## src/rtl/picomem_arb_2_1.sv

```systemverilog
// Two-master round-robin arbiter in front of a single PicoMem slave port.
// One access in flight; a watchdog force-completes accesses the slave never acks.
module picomem_arb_2_1 #(
  parameter int          TIMEOUT_CYCLES = 1024,
  parameter logic [31:0] TIMEOUT_RDATA  = 32'hDEAD_BEEF,
  parameter bit          M0_FIRST       = 1'b1
) (
  input  logic        clk,
  input  logic        reset,
  input  logic        m0_valid,
  output logic        m0_ready,
  input  logic [31:0] m0_addr,
  input  logic [31:0] m0_wdata,
  input  logic [3:0]  m0_wstrb,
  output logic [31:0] m0_rdata,
  input  logic        m1_valid,
  output logic        m1_ready,
  input  logic [31:0] m1_addr,
  input  logic [31:0] m1_wdata,
  input  logic [3:0]  m1_wstrb,
  output logic [31:0] m1_rdata,
  output logic        s_valid,
  input  logic        s_ready,
  output logic [31:0] s_addr,
  output logic [31:0] s_wdata,
  output logic [3:0]  s_wstrb,
  input  logic [31:0] s_rdata,
  output logic        timeout_evt,
  output logic        owner
);

  localparam int          CW    = $clog2(TIMEOUT_CYCLES) + 1;
  localparam bit          WD_EN = (TIMEOUT_CYCLES != 0);
  localparam logic [CW-1:0] WD_LAST = WD_EN ? CW'(TIMEOUT_CYCLES - 1) : '0;

  typedef enum logic {IDLE, BUSY} state_t;

  state_t        state_q, state_d;
  logic          owner_q, owner_d;
  logic          ptr_q, ptr_d;       // 0 = m0 wins a tie, 1 = m1 wins a tie
  logic [CW-1:0] wd_q, wd_d;

  logic        busy, own_valid, done, fire, ack;
  logic [31:0] rd;

  // Transaction qualifiers; a dropped valid suppresses both completion and timeout
  always_comb begin
    busy      = (state_q == BUSY);
    own_valid = owner_q ? m1_valid : m0_valid;
    done      = busy & own_valid & s_ready;
    fire      = busy & own_valid & ~s_ready & WD_EN & (wd_q == WD_LAST);
    ack       = done | fire;
    rd        = fire ? TIMEOUT_RDATA : s_rdata;
  end

  // State, grant owner, tie pointer and watchdog
  always_ff @(posedge clk or posedge reset) begin
    if (reset) begin
      state_q <= IDLE;
      owner_q <= 1'b0;
      ptr_q   <= ~M0_FIRST;
      wd_q    <= '0;
    end else begin
      state_q <= state_d;
      owner_q <= owner_d;
      ptr_q   <= ptr_d;
      wd_q    <= wd_d;
    end
  end

  // Next-state: arbitrate in IDLE, wait for ack / timeout / abandon in BUSY
  always_comb begin
    state_d = state_q;
    owner_d = owner_q;
    ptr_d   = ptr_q;
    wd_d    = wd_q;
    case (state_q)
      IDLE: begin
        wd_d = '0;
        if (m0_valid | m1_valid) begin
          owner_d = m1_valid & (~m0_valid | ptr_q);
          state_d = BUSY;
        end
      end
      BUSY: begin
        if (!own_valid) begin
          // master abandoned the request: no ready, pointer kept
          state_d = IDLE;
          wd_d    = '0;
        end else if (ack) begin
          state_d = IDLE;
          ptr_d   = ~owner_q;
          wd_d    = '0;
        end else if (wd_q != '1) begin
          wd_d = wd_q + CW'(1);
        end
      end
      default: state_d = IDLE;
    endcase
  end

  // Slave-side request mux and master-side response demux, gated by BUSY
  always_comb begin
    s_valid     = busy;
    s_addr      = '0;
    s_wdata     = '0;
    s_wstrb     = '0;
    m0_ready    = ack & ~owner_q;
    m1_ready    = ack & owner_q;
    m0_rdata    = '0;
    m1_rdata    = '0;
    timeout_evt = fire;
    owner       = owner_q;
    if (busy) begin
      s_addr  = owner_q ? m1_addr  : m0_addr;
      s_wdata = owner_q ? m1_wdata : m0_wdata;
      s_wstrb = owner_q ? m1_wstrb : m0_wstrb;
      if (owner_q) m1_rdata = rd;
      else         m0_rdata = rd;
    end
  end

endmodule
```

## config.mk

```make
export PLATFORM = sky130hd
export DESIGN_NAME = picomem_arb_2_1
export DESIGN_NICKNAME = d
export VERILOG_FILES = /design/src/rtl/picomem_arb_2_1.sv
export SDC_FILE = /design/constraint.sdc
export NUM_CORES = 1
export LEC_CHECK = 0
export CORE_AREA = 2 2 119 121
export CTS_CLUSTER_SIZE = 20
export DETAILED_ROUTE_END_ITERATION = 6
export DIE_AREA = 0 0 121 123
export MAX_ROUTING_LAYER = met4
export PLACE_DENSITY = 0.65
export SETUP_SLACK_MARGIN = 0.1
export SYNTH_ARGS = -nofsm -noshare
export SYNTH_HDL_FRONTEND = slang
export SYNTH_SLANG_ARGS = --single-unit
```

## constraint.sdc

```tcl
create_clock -name clk -period 3.25 [get_ports clk]
set_input_delay 0.65 -clock clk [delete_from_list [all_inputs] [get_ports clk]]
set_output_delay 0.65 -clock clk [all_outputs]
set_load 0.01 [all_outputs]
```

=== Yosys cells after proc, flatten, opt, wreduce, memory -nomap -nowiden ===
Index checks and enable logic that the tools add are counted.

* Bitwise operators: 14
* Multiplexer cells: 20
* Reductions and logical operators: 2
* Equality and inequality tests: 3
* $add $sub $neg: 1

{| class="wikitable"
|+ Operators by type and width
! operator !! number
|-
| 32-bit two-way mux || 9
|-
| 11-bit two-way mux || 3
|-
| 11-bit one-hot mux with 2 select lines || 1
|-
| 11-bit by 1-bit adder with 11-bit output, second input constant || 1
|-
| 11-bit by 10-bit equality test with 1-bit output, second input constant || 1
|-
| 11-bit inequality test, second input constant || 1
|-
| 4-bit two-way mux || 2
|-
| 1-bit bitwise AND || 7
|-
| 1-bit two-way mux || 4
|-
| 4-bit by 2-bit inequality test with 1-bit output, second input constant || 1
|-
| 1-bit NOT || 4
|-
| 1-bit OR || 3
|-
| 3-bit AND reduction || 1
|-
| 1-bit one-hot mux with 2 select lines || 1
|-
| 2-bit AND reduction || 1
|}

* Flip-flop bits (word level): 14
* Output and inout bits: 137
* Input port bits: 173
* Logic and storage cells: 44

=== Depth between registers and ports, before layout ===
Gate-level depths: netlist (run 1).

* Depth in word-level cells: 8
* Mapped depth: 7
* Depth with buffers taken out: 5

=== Worst setup path before layout (run 1) ===
Ideal clock, no wire load.

* Kind: in2out
* From: in m1_valid
* To: out m0_rdata[10]
* Path slack: 0.826 ns
* Buffers on the path: 2
* Stages on the path: 6
* Required time: 2.600 ns
* Arrival time: 1.774 ns
* Cells stage by stage: mux2i_1 or3_1 nor4_4 buf_4 buf_6 o21a_1

* Longest elaborated chain between the ends: 7

{| class="wikitable"
|+ Ends and longest elaborated chain
! item !! line !! source
|-
| start, declared || 16 || <nowiki>input logic m1_valid,</nowiki>
|-
| 1-bit two-way mux || 49 || <nowiki>own_valid = owner_q ? m1_valid : m0_valid;</nowiki>
|-
| 1-bit bitwise AND (3 in a row) || 51 || <nowiki>fire = busy & own_valid & ~s_ready & WD_EN & (wd_q == WD_LAST);</nowiki>
|-
| 32-bit two-way mux || 53 || <nowiki>rd = fire ? TIMEOUT_RDATA : s_rdata;</nowiki>
|-
| 32-bit two-way mux || 118 || <nowiki>if (owner_q) m1_rdata = rd;</nowiki>
|-
| 32-bit two-way mux || 114 || <nowiki>if (busy) begin</nowiki>
|-
| end, declared || 15 || <nowiki>output logic [31:0] m0_rdata,</nowiki>
|}

No other way between the ends.

=== Worst setup path after layout (run 1) ===
* From: reg wd_q[0]
* To: out m0_rdata[4]

* Longest elaborated chain between the ends: 5

{| class="wikitable"
|+ Ends and longest elaborated chain
! item !! line !! source
|-
| start, declared || 41 || <nowiki>logic [CW-1:0] wd_q, wd_d;</nowiki>
|-
| start signal, assigned || 67 || <nowiki>wd_q <= wd_d;</nowiki>
|-
| 11-bit by 10-bit equality test with 1-bit output || 51 ||
|-
| 1-bit bitwise AND || 51 ||
|-
| 32-bit two-way mux || 53 ||
|-
| 32-bit two-way mux || 118 ||
|-
| 32-bit two-way mux || 114 ||
|}

No other way between the ends.

==> impl_metrics.csv, run 1 <==
group,metric,value,unit
drt,num_vias,3557,
layout,n_antenna_cell,0,
power_and_ir_drop,ir_drop,0.271,mV
worst_setup_path,startpoint_type,"flip-flop",
sta,fin_crit_sh,93.2,%
power_and_ir_drop,leakage,2.81,nW
synthesis,yosysWarnings,0,
power_and_ir_drop,powerDensity,517,nW/um2
placement,dp_cells,783,
power_and_ir_drop,p_int,1.78,mW
synthesis,ys_types,34,
power_and_ir_drop,p_clk_share,8.6,%
clock_network,htreeDepth,1,
clock_network,clk_path_buf_depth,2,
sta,min_period,3.03,ns
synthesis,synthCells,314,
die,dieArea,14900,um2
clock_network,cts_root_buffer,"clkbuf_16",
grt,gr-total-overflow,0,
die,core,13600,um2
drt,viasPerCell,4.48,
grt,grt_max_degree,75,
die,die_y,123,um
synthesis,synth_fp_nets,488,
run_status,outcome,"complete, no violations",
sta,slew_headroom,61.9,%
sta,hold_ws,0.542,ns
drt,ant_nets,0,
layout,drive_gt1_share,5.21,%
worst_setup_path,required,2.60,ns
grt,antenna_found_initial,0,
power_and_ir_drop,switchingPower,1.25,mW
layout,final_util,43.0,%
drt,drt-initial-drc-count,84,
placement,dpl.hpwl,9.94,mm
die,io_pins,310,
sta,setup_viol,0,
flow_run,cap_violations,0,
clock_network,clock-sinks,14,
worst_setup_path,path_cells,"ha_2 > nand3_4 > nor4_4 > nand2_1 > buf_12 > and3_1 > clkdlybuf4s50_1",
drt,wirelength,12.7,mm
die,row_count,43,
placement,port_buffers,309,
power_and_ir_drop,p_comb_share,83.7,%
grt,track_usage,15.4,%
worst_setup_path,slowest_delay,0.48,ns
layout,fin_nets,789,
grt,grt_pass1_wl,18.0,mm
synthesis,seq_area_frac_synth,15.1,%
sta,tns,0,ns
drt,drc,0,
sta,worst_slew_pin_slew,0.571,ns
sta,rsz0062_at_grt,"yes",
power_and_ir_drop,p_total,3.03,mW
layout,fin_cells,794,
layout,area_delta_synth_final,153,%
drt,first_pass_iters,4,
clock_network,cts_tree,"done",
sta,clock.fmax,330,MHz
worst_setup_path,crit_path_max_fanout,16,
worst_setup_path,slowest_stage,"clkdlybuf4s50_1",
power_and_ir_drop,netSwitchingFraction,41.3,%
drt,wl_per_cell,16.0,um
clock_network,clkLatencyLatePin,0.25,ns
worst_setup_path,worstSetupEndpointType,"output pin",
worst_setup_path,r2r_slack,1.46,ns
worst_setup_path,setup.worst_path.class,"flip-flop to output pin",
worst_setup_path,worstPathArrival,2.38,ns
grt,grt_pass1_vias,3558,
die,die_x,121,um
die,start_util,17.0,%
sta,finalClockSkew,0.00311,ns
sta,hold_viol,0,
sta,final_max_slew_viol_count,0,
clock_network,numCtsBuffers,3,
min_path,hp-class,"flip-flop to flip-flop",
power_and_ir_drop,seqPwrFrac,7.7,%
synthesis,syn_area_per_cell,7.39,um2
synthesis,synth-seq-cells,14,
synthesis,syn_area,2320,um2
placement,gp_congestion,0.816,
clock_network,clk_pin_slew_worst_paths,0.05,ns
-- metal layers --
layer	up-vias	global-route usage, %	wire length [um]
li1	1713	-	-
met1	1622	16.0	4700
met4	0	3.71	234
met5	-	-	0
met2	207	30.4	6690
met3	15	2.35	1050
-- state kept, by name (all words and copies together) (netlist names) --
name / cells
wd_q: 11
owner: 1
ptr_q: 1
s_valid: 1
-- path summary, 6_finish.rpt --
kind / start / to / cells past startpoint
worst min-delay path: ptr_q$_DFFE_PP0P_ / ptr_q$_DFFE_PP0P_ / 2
worst max register to register: wd_q[0]$_DFFE_PP0P_ / s_valid$_DFF_PP0_ / 5
worst max-delay path: wd_q[0]$_DFFE_PP0P_ / m0_rdata[4] / 7
worst min register to register: ptr_q$_DFFE_PP0P_ / ptr_q$_DFFE_PP0P_ / 2
max in group asynchronous: reset / owner$_DFFE_PP0P_ / 2
min in group asynchronous: reset / wd_q[0]$_DFFE_PP0P_ / 2
-- cell usage after synthesis --
library cell	n	area (um2)
nand4_1	4	25.0
a21oi_1	6	30.0
o211ai_1	1	7.51
a21boi_0	1	7.51
dfrtp_1	14	350
inv_1	4	15.0
ha_1	1	12.5
buf_4	1	7.51
and4_1	2	17.5
o21a_1	49	368
o31a_1	1	8.76
or3_1	1	6.26
nand3_1	4	20.0
and2_0	1	6.26
clkbuf_1	18	67.6
mux2i_1	71	711
and2_1	2	12.5
a31oi_1	2	12.5
nor3_1	3	15.0
nor4_4	1	21.3
nand2_1	6	22.5
a311oi_1	2	17.5
a211oi_1	2	15.0
buf_2	10	50.1
o21ai_0	3	15.0
nor2_1	77	289
and3_1	18	113
xor2_1	3	26.3
buf_6	1	11.3
buf_1	1	3.75
nor2b_1	1	6.26
nand2b_1	1	6.26
nor4_2	1	12.5
o211a_1	1	10.0
-- per-stage QoR --
step,cell area [um2],setup WS [ns]
4_1_cts,5770,0.0882
2_1_floorplan,2320,0.826
6_report,5860,0.220
3_3_place_gp,5620,-0.250
3_5_place_dp,5620,-0.274
5_1_grt,5860,0.100
-- cells in the final DEF (no fill, tap or decap), types with 4 or more instances in the layout --
master	instances
o21a_1	49
clkdlybuf4s50_1	257
dlygate4sd2_1	38
buf_4	12
dlymetal6s2s_1	13
dfrtp_1	13
nor2_1	76
nand4_1	4
a21oi_1	6
nand2_1	6
mux2i_1	70
and3_1	18
clkbuf_16	4
-- critical path, delay by kind of cell (launching register included) --
kind / cells / cell delay [ns]
simple gates: 4 / 0.79
flops: 1 / 0.41
buf+inv: 2 / 0.64
fa+ha+maj: 1 / 0.28
-- power by group through the flow --
stage | Sequential [mW] | Combinational, mW | Clock (mW)
2_1_floorplan | 0.216 | 1.23 | 0
3_3_place_gp | 0.226 | 2.57 | 0
3_5_place_dp | 0.224 | 2.60 | 0
4_1_cts | 0.223 | 2.54 | 0.269
5_1_grt | 0.234 | 2.72 | 0.273
6_report | 0.232 | 2.54 | 0.261
-- cell families after synthesis --
family	count (synthesis)	share of synthesized area, %
AND/OR/NAND/NOR	122	24.7
multiplexers	71	30.6
AO/OA/AOI/OAI	68	21.2
buffers and inverters	35	6.69
flip-flops	14	15.1
XOR/XNOR	3	1.13
adder cells (fa/ha/maj)	1	0.539
-- layout make-up --
type	instances	area, um2
fill	1353	7750
timing repair buffer	327	3330
multi-input combinational	265	1850
sequential	14	354
tap	180	225
clock buffer	4	88.8
inverter	4	15.0
-- timing repair --
action / in CTS / in global routing
hold buffers: 0 / 0
cloned: 2 / 1
pin swaps: 0 / 1
gates resized for setup: 44 / 17
buffers inserted: 3 / 1
setup endpoints to repair: 65 / 30
Note: power is estimated with default switching activity, not from simulation.
==> run 2, diff against run 1 <==
- CORE_AREA: 2 2 119 121 -> 2 2 120 122
- DIE_AREA: 0 0 121 123 -> 0 0 122 124
- PLACE_DENSITY: 0.65 -> 0.64
- clock period: 3.25 -> 3.3 ns (I/O delays scaled with it)
==> run 2 against run 1 <==
Clock power about the same. Die area increased by 1.6%. Largest cell class unchanged. Clock skew shrank 0.00066 ns.
==> impl_metrics.csv, run 2 (synthesis results as in run 1) <==
group,metric,value,unit
power_and_ir_drop,ir_drop,0.355,mV
power_and_ir_drop,p_comb_share,83.7,%
sta,min_period,3.12,ns
die,core,13700,um2
worst_setup_path,worstPathArrival,2.46,ns
layout,area_delta_synth_final,154,%
placement,place_area,5600,um2
drt,wl_per_cell,15.6,um
worst_setup_path,r2r-start,"wd_q[0]$_DFFE_PP0P_",
power_and_ir_drop,leakage,2.98,nW
sta,finalClockSkew,0.00245,ns
die,io_pins,310,
min_path,hp-class,"flip-flop to flip-flop",
clock_network,numCtsBuffers,3,
layout,final_util,42.9,%
sta,rsz0062_at_grt,"yes",
grt,grt_pass1_wl,17.3,mm
worst_setup_path,critPathBufInv,4,
clock_network,clock-sinks,14,
power_and_ir_drop,switchingPower,1.19,mW
sta,setup_ws,0.182,ns
run_status,outcome,"complete, no violations",
clock_network,clk_path_buf_depth,2,
sta,clock.fmax,321,MHz
flow_run,cap_violations,0,
drt,wirelength,12.4,mm
layout,n_fill_cell,1366,
drt,drt-initial-drc-count,81,
die,start_util,16.9,%
worst_setup_path,slowest_stage,"clkdlybuf4s50_1",
sta,final_max_slew_viol_count,0,
drt,first_pass_iters,4,
power_and_ir_drop,seqPwrFrac,7.4,%
worst_setup_path,path_cells,"dlygate4sd2_1 > mux2i_2 > or3_4 > nor4_4 > buf_4 > buf_12 > o21a_1 > clkdlybuf4s50_1",
die,die_y,124,um
placement,gp_congestion,0.784,
layout,layout_common_cells,"259 x clkdlybuf4s50_1, 76 x nor2_1, 70 x mux2i_1",
placement,dpl.hpwl,9.81,mm
layout,largest_register_ffs,11,
worst_setup_path,r2r_end,"s_valid$_DFF_PP0_",
power_and_ir_drop,netSwitchingFraction,40.9,%
grt,grt_pass1_vias,3392,
worst_setup_path,crit_path_max_fanout,13,
drt,ant_nets,0,
drt,viasPerCell,4.37,
worst_setup_path,startpoint_type,"primary input",
sta,slew_headroom,51.5,%
die,row_count,43,
placement,dp_cells,781,
drt,drc,0,
worst_setup_path,r2r_slack,1.38,ns
drt,num_vias,3478,
worst_setup_path,slowest_delay,0.53,ns
worst_setup_path,worstSetupEndpointType,"output pin",
min_path,worstHoldStart,"ptr_q$_DFFE_PP0P_",
sta,fin_crit_sh,94.5,%
clock_network,cts_tree,"done",
power_and_ir_drop,p_total,2.92,mW
worst_setup_path,required,2.64,ns
worst_setup_path,critical-path-top-delay-family,"buffers and inverters",
grt,antenna_found_initial,1,
power_and_ir_drop,p_clk_share,8.9,%
clock_network,clkLatencyLatePin,0.25,ns
die,die_x,122,um
clock_network,clk_pin_slew_worst_paths,0.05,ns
placement,place_ws,-0.166,ns
sta,hold_viol,0,
layout,top_register,"wd_q",
layout,final_common_cell,"clkdlybuf4s50_1",
layout,final_area,5880,um2
worst_setup_path,setup.worst_path.class,"primary input to output pin",
placement,port_buffers,309,
layout,drive_gt1_share,5.37,%
sta,setup_viol,0,
min_path,hold_path_end,"ptr_q$_DFFE_PP0P_",
clock_network,htreeDepth,1,
layout,fin_cells,795,
grt,gr-total-overflow,0,
grt,track_usage,14.7,%
grt,grt_max_degree,75,
layout,fin_nets,789,
power_and_ir_drop,powerDensity,497,nW/um2
die,dieArea,15100,um2
sta,worst_slew_pin_slew,0.727,ns
min_path,hold_path_depth,2,
clock_network,cts_root_buffer,"clkbuf_16",
worst_setup_path,r2r_cells,5,
power_and_ir_drop,p_int,1.73,mW
==> run 2: cell types whose count changed in the layout (fill, tap and decap cells not counted) <==
cell,delta
buf_16,-1
buf_6,+2
bufbuf_16,-1
clkdlybuf4s50_1,+2
diode_2,+1
dlygate4sd2_1,-17
dlymetal6s2s_1,+15
nand2_1,-1
nand2_4,+1
nand3_2,+1
nand3_4,-1
==> run 2: metrics by stage <==
step	setup TNS, ns	hold slack, ns
6_report	0	0.517
5_1_grt	0	0.551
4_1_cts	0	0.515
3_5_place_dp	-7.07	0.508
3_3_place_gp	-5.68	0.508
2_1_floorplan	0	0.491
==> run 2: final cells by class <==
class	instances	area, um2	area share, %
Inverter	4	15.0	0.255
Timing Repair Buffer	327	3350	56.9
Antenna cell	1	2.50	0.0425
Sequential cell	14	354	6.02
Multi-Input combinational cell	265	1850	31.4
Tap cell	180	225	3.83
Clock buffer	4	88.8	1.51
==> run 2: worst reg2reg max path, cell delays in order, from the launching register on <==
cell and delay (ns):
dfrtp_1 0.42, ha_2 0.27, nand3_2 0.16, nor4_4 0.41, nand2b_1 0.37, o21ai_0 0.15
==> run 2: repair_timing <==
action                                  in CTS  in global routing
endpoints found under the setup margin      65                 47
hold buffers                                 0                  0
gates resized for setup                     27                 32
cloned                                       3                  1
pin swaps                                    0                  1
setup buffers                                4                  1
==> run 2: per-layer routing <==
| metal | track usage (%) | vias up | part of all wire [%] |
|---|---|---|---|
| met2 | 28.1 | 201 | 53 |
| met4 | 2.66 | 0 | 0.97 |
| li1 | - | 1718 | - |
| met1 | 15.7 | 1550 | 37 |
| met5 | - | - | 0 |
| met3 | 2.93 | 9 | 9.8 |
==> run 2: worst max path at each step <==
stage / slack (ns) / startpoint / endpoint / cells past startpoint
global route: 0.09 / wd_q[0]$_DFFE_PP0P_ / m0_rdata[29] / 6
global placement: -0.14 / m1_valid / m1_rdata[28] / 7
detailed placement: -0.17 / m0_valid / m1_rdata[28] / 7
finish: 0.18 / m0_valid / m1_rdata[18] / 8
CTS: 0.05 / m0_valid / m1_rdata[26] / 8
floorplan: 0.86 / m1_valid / m0_rdata[10] / 6
==> run 2: power groups by stage <==
stage	combinational, mW	clock, mW	sequential [mW]
6_report	2.45	0.259	0.217
2_1_floorplan	1.21	0	0.213
4_1_cts	2.50	0.261	0.217
3_5_place_dp	2.53	0	0.218
3_3_place_gp	2.51	0	0.218
5_1_grt	2.62	0.267	0.219
==> run 3, diff against run 2 <==
- CELL_PAD_IN_SITES_DETAIL_PLACEMENT: not set -> 0
- CELL_PAD_IN_SITES_GLOBAL_PLACEMENT: not set -> 1
- CORE_AREA: 2 2 120 122 -> not set
- CORE_MARGIN: not set -> 2
- CORE_UTILIZATION: not set -> 15
- DIE_AREA: 0 0 122 124 -> not set
- PLACE_DENSITY: 0.64 -> 0.87
==> run 3 against run 2 <==
Register-to-register slack improved by 0.08 ns. Combinational power increased by 2%. Critical endpoint is now m1_rdata[26]. Sequential power increased by 2%. Flip-flop and latch count unchanged. Global-route usage decreased by 0.55 points. Maximum frequency decreased by 1.1%. Clock power decreased by 9.7%. Clock skew increased by 0.0042 ns. Critical path type unchanged. Clock-buffer cell count unchanged. Utilization decreased by 4.5 points. Final area decreased by 1.2%. Highest routed layer unchanged. Power increased by 1.4%.
==> impl_metrics.csv, run 3 (synthesis results as in run 1) <==
group,metric,value,unit
grt,grt_pass1_vias,3566,
layout,final_area,5810,um2
worst_setup_path,r2r_end,"s_valid$_DFF_PP0_",
sta,hold_viol,0,
layout,multi_input_area,1840,um2
die,die_y,128,um
sta,tns,0,ns
worst_setup_path,crit_path_max_fanout,12,
sta,worst_slew_pin_slew,0.568,ns
layout,regArea,354,um2
grt,grt_max_degree,75,
die,die_x,128,um
die,dieArea,16500,um2
clock_network,clkLatencyLatePin,0.25,ns
layout,largest_register_ffs,11,
die,io_pins,310,
worst_setup_path,r2r_cells,5,
layout,fin_cells,803,
layout,n_fill_cell,1542,
drt,drt-initial-drc-count,83,
clock_network,numCtsBuffers,3,
drt,viasPerCell,4.42,
layout,n_antenna_cell,0,
layout,drive_gt1_share,5.04,%
power_and_ir_drop,p_total,2.96,mW
sta,finalClockSkew,0.00664,ns
clock_network,clk_pin_slew_worst_paths,0.05,ns
layout,area_delta_synth_final,151,%
die,row_count,45,
min_path,hp-class,"flip-flop to flip-flop",
placement,place_ws,-0.212,ns
placement,gp_congestion,0.824,
drt,first_pass_iters,4,
placement,dpl.hpwl,10.3,mm
worst_setup_path,r2r_slack,1.46,ns
sta,slew_headroom,62.1,%
power_and_ir_drop,leakage,2.66,nW
min_path,hold_path_depth,2,
drt,drc,0,
sta,clock.fmax,317,MHz
sta,setup_viol,0,
power_and_ir_drop,ir_drop,0.308,mV
drt,wl_per_cell,16.0,um
worst_setup_path,startpoint_type,"primary input",
min_path,worstHoldStart,"ptr_q$_DFFE_PP0P_",
worst_setup_path,required,2.64,ns
min_path,hold_path_end,"ptr_q$_DFFE_PP0P_",
grt,gr-total-overflow,0,
clock_network,cts_tree,"done",
sta,fin_crit_sh,95.5,%
placement,place_area,5650,um2
sta,hold_ws,0.523,ns
worst_setup_path,worstSetupStartpoint,"m0_valid",
flow_run,cap_violations,0,
drt,ant_nets,0,
placement,dp_cells,793,
worst_setup_path,setup.worst_path.class,"primary input to output pin",
layout,final_util,38.4,%
clock_network,cts_root_buffer,"clkbuf_16",
worst_setup_path,worstPathArrival,2.49,ns
sta,min_period,3.15,ns
worst_setup_path,worstSetupEndpointType,"output pin",
grt,antenna_found_initial,0,
placement,port_buffers,309,
sta,rsz0062_at_grt,"yes",
worst_setup_path,r2r-start,"wd_q[0]$_DFFE_PP0P_",
layout,layout_common_cells,"257 x clkdlybuf4s50_1, 76 x nor2_1, 70 x mux2i_1",
run_status,outcome,"complete, no violations",
layout,fin_nets,790,
clock_network,clock-sinks,14,
clock_network,clk_path_buf_depth,2,
die,core,15100,um2
grt,grt_pass1_wl,18.2,mm
sta,setup_ws,0.148,ns
drt,wirelength,12.8,mm
drt,num_vias,3552,
clock_network,hold_buffers,0,
grt,track_usage,14.1,%
sta,final_max_slew_viol_count,0,
layout,top_register,"wd_q",
layout,final_common_cell,"clkdlybuf4s50_1",
die,start_util,15.3,%
power_and_ir_drop,powerDensity,510,nW/um2
clock_network,htreeDepth,1,
-- run 3: cell count changes in the layout (fill, tap and decap cells not counted), moves of 2 or more --
cell / change
clkdlybuf4s50_1: -2
dlymetal6s2s_1: -27
buf_6: -2
dlygate4sd2_1: +29
-- run 3: worst max-delay path by stage --
stage                              end  slack, ns
final                     m1_rdata[26]       0.15
after global routing      m1_rdata[26]       0.05
after CTS                  m0_rdata[2]       0.08
after detailed placement  m1_rdata[15]      -0.21
after global placement     m0_rdata[0]      -0.19
after floorplan           m0_rdata[10]       0.86
-- run 3: area by class of cell --
class                           instances  share of cell area (%)
Tap cell                              188                    4.05
Timing Repair Buffer                  328                    56.6
Inverter                                4                   0.258
Sequential cell                        14                    6.09
Multi-Input combinational cell        265                    31.6
Clock buffer                            4                    1.36
-- run 3: timing repair --
item / CTS / global route
gates cloned: 2 / 1
resized for setup: 56 / 3
pin swaps: 0 / 0
setup buffers: 2 / 1
setup endpoints to repair: 65 / 17
-- run 3: power breakdown --
part / total [mW] / switching [mW] / internal [mW]
clock network: 0.234 / 0.0705 / 0.163
registers: 0.222 / 0.0264 / 0.196
logic: 2.51 / 1.15 / 1.36
total: 2.96 / 1.24 / 1.72
-- run 3: metal layers --
| layer | vias to the layer above | part of all wire (%) | GRT usage, % |
|---|---|---|---|
| met5 | - | 0 | - |
| met1 | 1614 | 39 | 15.9 |
| met2 | 213 | 52 | 26.6 |
| li1 | 1715 | - | - |
| met4 | 0 | 1.2 | 2.65 |
| met3 | 10 | 7.9 | 2.04 |
-- run 3: worst max-delay path: stages --
cell and delay (ns):
dlygate4sd2_1 0.24, mux2i_2 0.11, or3_4 0.37, nor4_4 0.18, buf_4 0.18, buf_4 0.11, bufbuf_16 0.26, o21a_1 0.11
dlygate4sd2_1 0.27
